===== config.mk =====
export PLATFORM = sky130hd
export DESIGN_NAME = uart_tx_param
export DESIGN_NICKNAME = d
export VERILOG_FILES = /design/src/rtl/uart_tx_param.sv
export SDC_FILE = /design/constraint.sdc
export NUM_CORES = 1
export LEC_CHECK = 0
export BUFFER_PORTS_ARGS = -buffer_cell sky130_fd_sc_hd__buf_4
export CAP_MARGIN = 20
export CORE_ASPECT_RATIO = 1.75
export CORE_UTILIZATION = 45
export DETAILED_ROUTE_END_ITERATION = 16
export PLACE_DENSITY = 0.6
export SYNTH_ARGS = -nofsm -noshare
export SYNTH_HDL_FRONTEND = slang
export SYNTH_SLANG_ARGS = --single-unit

===== constraint.sdc =====
create_clock -name clk -period 2.76 [get_ports clk]
set_input_delay 0.276 -clock clk [delete_from_list [all_inputs] [get_ports clk]]
set_output_delay 0.276 -clock clk [all_outputs]
set_load 0.005 [all_outputs]

===== src/rtl/uart_tx_param.sv =====
// UART transmitter: one word per valid/ready handshake, start + LSB-first data + optional parity + stop.
// txd/ready are registered and change on the accepting edge; valid is ignored while a frame is in flight.
module uart_tx_param #(
  parameter int CLK_HZ    = 100_000_000,
  parameter int BAUD      = 115200,
  parameter int DATA_BITS = 8,
  parameter int PARITY    = 0,
  parameter int STOP_BITS = 1
) (
  input  logic                 clk,
  input  logic                 rst,
  input  logic [DATA_BITS-1:0] din,
  input  logic                 valid,
  output logic                 ready,
  output logic                 txd,
  output logic                 busy
);

  localparam int   DIV     = (BAUD > 0) ? (CLK_HZ + BAUD / 2) / BAUD : 0;
  localparam int   CW      = (DIV > 2) ? $clog2(DIV) : 1;
  localparam int   BW      = (DATA_BITS > 2) ? $clog2(DATA_BITS) : 1;
  localparam logic PAR_ODD = (PARITY == 1);

  if (BAUD < 1 || DIV < 2) begin : g_err_div
    $error("uart_tx_param: CLK_HZ/BAUD must give at least 2 cycles per bit");
  end
  if (DATA_BITS < 5 || DATA_BITS > 9) begin : g_err_data
    $error("uart_tx_param: DATA_BITS must be 5..9");
  end
  if (PARITY < 0 || PARITY > 2) begin : g_err_par
    $error("uart_tx_param: PARITY must be 0, 1 or 2");
  end
  if (STOP_BITS < 1 || STOP_BITS > 2) begin : g_err_stop
    $error("uart_tx_param: STOP_BITS must be 1 or 2");
  end

  typedef enum logic [2:0] {
    S_IDLE,
    S_START,
    S_DATA,
    S_PAR,
    S_STOP
  } state_t;

  state_t               r_state;
  logic [CW-1:0]        r_baud;
  logic [BW-1:0]        r_bit;
  logic                 r_stop;
  logic [DATA_BITS-1:0] r_shift;
  logic                 r_par;
  logic                 r_txd;
  logic                 r_ready;

  state_t               w_state_nxt;
  logic [CW-1:0]        w_baud_nxt;
  logic [BW-1:0]        w_bit_nxt;
  logic                 w_stop_nxt;
  logic [DATA_BITS-1:0] w_shift_nxt;
  logic                 w_par_nxt;
  logic                 w_txd_nxt;
  logic                 w_tick;

  assign w_tick = (r_baud == CW'(DIV - 1));

  always_comb begin
    w_state_nxt = r_state;
    w_baud_nxt  = r_baud;
    w_bit_nxt   = r_bit;
    w_stop_nxt  = r_stop;
    w_shift_nxt = r_shift;
    w_par_nxt   = r_par;
    w_txd_nxt   = 1'b1;

    if (r_state != S_IDLE) begin
      w_baud_nxt = w_tick ? '0 : r_baud + 1'b1;
    end

    case (r_state)
      S_IDLE: begin
        // ready is high whenever we are idle, so valid alone means a transfer
        if (valid) begin
          w_state_nxt = S_START;
          w_shift_nxt = din;
          w_par_nxt   = (^din) ^ PAR_ODD;
          w_baud_nxt  = '0;
          w_bit_nxt   = '0;
          w_stop_nxt  = 1'b0;
        end
      end
      S_START: begin
        if (w_tick) begin
          w_state_nxt = S_DATA;
          w_bit_nxt   = '0;
        end
      end
      S_DATA: begin
        if (w_tick) begin
          w_shift_nxt = r_shift >> 1;
          if (r_bit == BW'(DATA_BITS - 1)) begin
            w_state_nxt = (PARITY != 0) ? S_PAR : S_STOP;
            w_stop_nxt  = 1'b0;
          end else begin
            w_bit_nxt = r_bit + 1'b1;
          end
        end
      end
      S_PAR: begin
        if (w_tick) begin
          w_state_nxt = S_STOP;
        end
      end
      S_STOP: begin
        if (w_tick) begin
          if (!r_stop && STOP_BITS == 2) begin
            w_stop_nxt = 1'b1;
          end else begin
            w_state_nxt = S_IDLE;
          end
        end
      end
      default: begin
        w_state_nxt = S_IDLE;
      end
    endcase

    // Line level is decoded from the next state so txd is a plain flop output.
    case (w_state_nxt)
      S_START: w_txd_nxt = 1'b0;
      S_DATA:  w_txd_nxt = w_shift_nxt[0];
      S_PAR:   w_txd_nxt = w_par_nxt;
      default: w_txd_nxt = 1'b1;
    endcase
  end

  always_ff @(posedge clk or posedge rst) begin
    if (rst) begin
      r_state <= S_IDLE;
      r_baud  <= '0;
      r_bit   <= '0;
      r_stop  <= 1'b0;
      r_shift <= '0;
      r_par   <= 1'b0;
      r_txd   <= 1'b1;
      r_ready <= 1'b1;
    end else begin
      r_state <= w_state_nxt;
      r_baud  <= w_baud_nxt;
      r_bit   <= w_bit_nxt;
      r_stop  <= w_stop_nxt;
      r_shift <= w_shift_nxt;
      r_par   <= w_par_nxt;
      r_txd   <= w_txd_nxt;
      r_ready <= (w_state_nxt == S_IDLE);
    end
  end

  assign txd   = r_txd;
  assign ready = r_ready;
  assign busy  = ~r_ready;

endmodule


# After elaboration in Yosys (flattened, before gate mapping)
# Cells that the tools add are included.
# W data, S select, Z words.
dict set report totals {
  latchBits 0
  mem_bits_ro 0
  reg_bits 27
  mem_count 0
  out_inout_bits 3
  inputBits 11
  ramBits 0
}
dict set report op_classes {
  muxes 22
  eq_ne 13
  order_cmp 0
  multipliers 0
  bitwise_logic 1
  div_mod_pow 0
  reduce_logical 8
  shift 0
  add_sub_neg 2
}
# op count
set op_table {}
lappend op_table {{$mux W10} 4}
lappend op_table {{$mux W3} 10}
lappend op_table {{$mux W8} 2}
lappend op_table {{$pmux W8 S2} 1}
lappend op_table {{$pmux W3 S5} 1}
lappend op_table {{$eq A3 B2 Y1 const B} 4}
lappend op_table {{$add A10 B1 Y10 const B} 1}
lappend op_table {{$eq A10 B10 Y1 const B} 1}
lappend op_table {{$pmux W3 S3} 1}
lappend op_table {{$ne A2 B2 Y1 const B} 4}
lappend op_table {{$reduce_xor A8 Y1} 1}
lappend op_table {{$eq A3 B1 Y1 const B} 2}
lappend op_table {{$eq A3 B3 Y1 const B} 2}
lappend op_table {{$logic_not A3 Y1} 2}
lappend op_table {{$reduce_bool A3 Y1} 2}
lappend op_table {{$reduce_and A5 Y1} 1}
lappend op_table {{$add A3 B1 Y3 const B} 1}
lappend op_table {{$pmux W1 S3} 1}
lappend op_table {{$reduce_and A3 Y1} 1}
lappend op_table {{$mux W1} 2}
lappend op_table {{$reduce_bool A2 Y1} 1}
lappend op_table {{$not A1 Y1} 1}

# Depth between registers and ports, before layout
dict set report logic_depth {
  depth_word 6
  mapped_depth 7
}

# Least setup slack after synthesis
# No wires, ideal clock.
dict set report synth_timing {
  kind {register to register}
  start {reg r_baud[7]}
  end {reg r_bit[1]}
  slack_ns 0.429
  setup_time_ns 0.128
  stages_incl_launch_ff 7
  arrival_time_ns 2.203
  path_cell_list {dfrtp_1 -> or4b_1 -> clkbuf_1 -> or3_1 -> buf_2 -> a221o_1 -> mux2_1}
}
dict set report synth_via {
  elab_chain_cells 3
}
# element line_no
set synth_rtl {}
lappend synth_rtl {{from (decl)} 46} ;# logic [CW-1:0] r_baud;
lappend synth_rtl {{from (signal assigned)} 147} ;# r_baud <= w_baud_nxt;
lappend synth_rtl {{$eq A10 B10 Y1 (*)} 63} ;# assign w_tick = (r_baud == CW'(DIV - 1));
lappend synth_rtl {{$ne A2 B2 Y1 (no source line)} -}
lappend synth_rtl {{$reduce_and A5 Y1 (no source line) (*)} -}
lappend synth_rtl {{to (signal assigned)} 148} ;# r_bit <= w_bit_nxt;
lappend synth_rtl {{to (decl)} 47} ;# logic [BW-1:0] r_bit;
# Mark *: on every way between the ends. The rest lies on a longest branch, timed or not.
# A chain may end at the register's enable or synchronous reset.

# Final worst setup path
dict set report layout_timing {
  start {reg r_baud[7]}
  end {reg r_bit[2]}
}
# Same word-level chain as after synthesis.

==> summary.txt <==
Synthesis
  • Syn Area/Cell: 9.49 µm²
  • Ys async rst share: 100%
  • Cell accounting for the most synthesized area: dfrtp_1
  • Ys Warns: 0
  • Largest cells by area after synthesis: dfrtp_1 44%, nand2_1 5.0%, o21ai_0 5.0%
  • Post-synth EDFFs: 0
  • Top cell type's share of synthesized area: 44.2%
  • Seq/Total Area, Yosys: 48.0%
  • Top_reg_cell synth: dfrtp_1
  • Syn Inst Count: 149
  • Synth cell types: 38
  • FF+latch count, synth: 27
  • Syn_nets: 163
  • Synth Cell Area: 0.00141 mm²

Floorplanning
  • Cell row count: 26
  • Initial Util: 47.8%
  • I/O pins: 14
  • Core box area: 0.00296 mm²
  • Die height: 76.2 µm
  • Die outline area: 0.00338 mm²
  • Die span in x: 44.4 µm

Critical path
  • Worst r2r src: r_baud[7]$_DFF_PP0_
  • Critical path arrival: 2.60 ns
  • Req. time, crit path: 2.93 ns
  • Worst setup EP type: flip-flop
  • CP Class: reg2reg
  • CP Launch Type: flip-flop
  • R2R Setup Slk: 0.32 ns
  • R2R cell count: 4
  • Reg2reg end: r_bit[2]$_DFFE_PP0P_
  • Crit-path max FO: 7

Job
  • Max Cap Viol: 0

Layout
  • Layout cells sized above 1: 14.9%
  • Post-layout nets: 176
  • Final instance area: 0.00162 mm²
  • Area grow syn2layout: 14.6%
  • Antenna cell count: 0

Clocking
  • # hold bufs at CTS: 0
  • Clock buffer depth: 2
  • H-tree Lvls: 1
  • Clock sink count: 27
  • Resize count post-CTS: 0
  • Root Driver: clkbuf_8
  • Clock slew at reported path FFs: 0.09 ns
  • CTS tree: built
  • Worst-Skew Late Latency: 0.28 ns
  • TritonCTS Buffers: 3
  • Setup Fix Bufs, Post-CTS: 0

Placed design
  • GP Congestion: 0.871
  • Port Buffers: 13
  • Post-DP Area: 0.00155 mm²
  • DP Wirelength: 2240 µm

Global route
  • GR Overflow Total: 0
  • Vias in the first global route: 1158
  • Largest net degree at the start of global routing: 28
  • Initial antenna violation count: 0
  • GRT Total Usage: 20.5%
  • First-pass GRT wire length: 5200 µm

STA
  • Final setup violation count: 0
  • Worst-Margin Slew: 0.576 ns
  • Setup TNS: 0 ns
  • Max Freq: 410 MHz
  • RSZ-0062 raised after global routing: false
  • Tmin final: 2.44 ns
  • Worst relative slew slack: 61.5%
  • Slew Limit Fails: 0
  • Setup Skew: 0.00205 ns
  • Hold WS: 0.0123 ns
  • Period utilization: 88.3%
  • Endpoints failing hold: 0

Route
  • Residual DRC: 0
  • Routed wire per std cell: 14.8 µm
  • Vias/cell: 5.59
  • Total routed wirelength: 3000 µm
  • DRC marker count from the first detailed-route iteration: 22
  • Drt first pass iters: 4
  • Post-DRT Antenna Nets: 0
  • Via Count: 1134

Power
  • Power Density: 413 mW/mm²
  • Lkg Pwr: 0.695 nW
  • Worst VDD drop: 0.350 mV

Worst hold path
  • Worst min path class: in2async

Status
  • Status: finished clean
==> how the worst max path moves through the flow <==
stage                         from                   end  cells past startpoint
5_1_grt        r_baud[7]$_DFF_PP0_  r_bit[1]$_DFFE_PP0P_                      4
6_report       r_baud[7]$_DFF_PP0_  r_bit[2]$_DFFE_PP0P_                      4
3_5_place_dp   r_baud[7]$_DFF_PP0_  r_bit[2]$_DFFE_PP0P_                      4
2_1_floorplan  r_baud[7]$_DFF_PP0_  r_bit[1]$_DFFE_PP0P_                      6
3_3_place_gp   r_baud[7]$_DFF_PP0_  r_bit[1]$_DFFE_PP0P_                      4
4_1_cts        r_baud[7]$_DFF_PP0_  r_bit[2]$_DFFE_PP0P_                      4
==> logic make-up after synthesis <==
family,synth area share [%]
muxes,1.59
AOI/OAI and AO/OA,19.6
adders and majority gates,2.66
and+or+nand+nor,20.2
buffers and inverters,3.01
DFF,48.0
xor gates and xnor gates,4.96
==> power breakdown <==
group          internal [mW]  switching, mW  total [mW]
Combinational         0.0243         0.0207      0.0450
Sequential             0.395              0       0.395
Clock                  0.104          0.126       0.229
Total                  0.523          0.146       0.670
==> worst max-delay path, cell delays in order (launching register included) <==
cell	delay (ns)
dfrtp_1	0.43
or4b_1	0.62
or3_1	0.51
a221o_1	0.44
mux2_1	0.32
==> sequential cells by signal, summed over array words and instances (netlist names) <==
name     count
txd          1
r_bit        3
r_baud      10
ready        1
r_state      3
r_par        1
r_shift      8
==> routing by layer <==
| layer | track usage (%) | share of wire [%] |
|---|---|---|
| met1 | 22.0 | 38 |
| met2 | 37.1 | 58 |
| met3 | 2.84 | 1.8 |
| met4 | 9.39 | 2.0 |
| met5 | 0 | 0 |
==> layout make-up <==
| cell class | count | area, µm² |
|---|---|---|
| Clock buffer | 4 | 45.0 |
| Fill cell | 278 | 1340 |
| Inverter | 3 | 11.3 |
| Multi-Input combinational cell | 111 | 693 |
| Sequential cell | 27 | 678 |
| Tap cell | 42 | 52.6 |
| Timing Repair Buffer | 16 | 140 |
==> through the flow <==
stage	util [%]	power, mW	worst slack [ns]	std cells
4_1_cts	53.8	0.673	0.318	202
6_report	54.7	0.670	0.322	203
3_3_place_gp	52.3	0.444	0.374	198
2_1_floorplan	-	0.426	0.429	149
5_1_grt	54.7	0.692	0.245	203
3_5_place_dp	52.3	0.444	0.337	198
==> cell usage in the layout (no fill, tap or decap), types with 2 or more instances in the layout <==
master / Yosys / final
nor4_1: 2 / 2
a31oi_1: 2 / 2
o41ai_1: 2 / 2
inv_1: 3 / 3
buf_4: 0 / 15
o31ai_1: 5 / 5
nor3_1: 3 / 3
nor2_1: 13 / 13
nand2b_1: 4 / 4
a22oi_1: 7 / 7
ha_1: 3 / 3
nand3_1: 6 / 6
xnor2_1: 7 / 7
clkbuf_8: 0 / 3
dfrtp_1: 25 / 25
or3_1: 2 / 2
mux2_1: 2 / 2
dfstp_2: 2 / 2
a21oi_1: 2 / 2
o21ai_0: 14 / 14
and3_1: 2 / 2
nand2_1: 19 / 19
==> synth_stat cells, types with 4 or more instances <==
| cell type | number |
|---|---|
| dfrtp_1 | 25 |
| nand2_1 | 19 |
| o21ai_0 | 14 |
| nor2_1 | 13 |
| a22oi_1 | 7 |
| clkbuf_1 | 7 |
| xnor2_1 | 7 |
| nand3_1 | 6 |
| o31ai_1 | 5 |
| nand2b_1 | 4 |
Note: power is estimated with default switching activity, not from simulation.
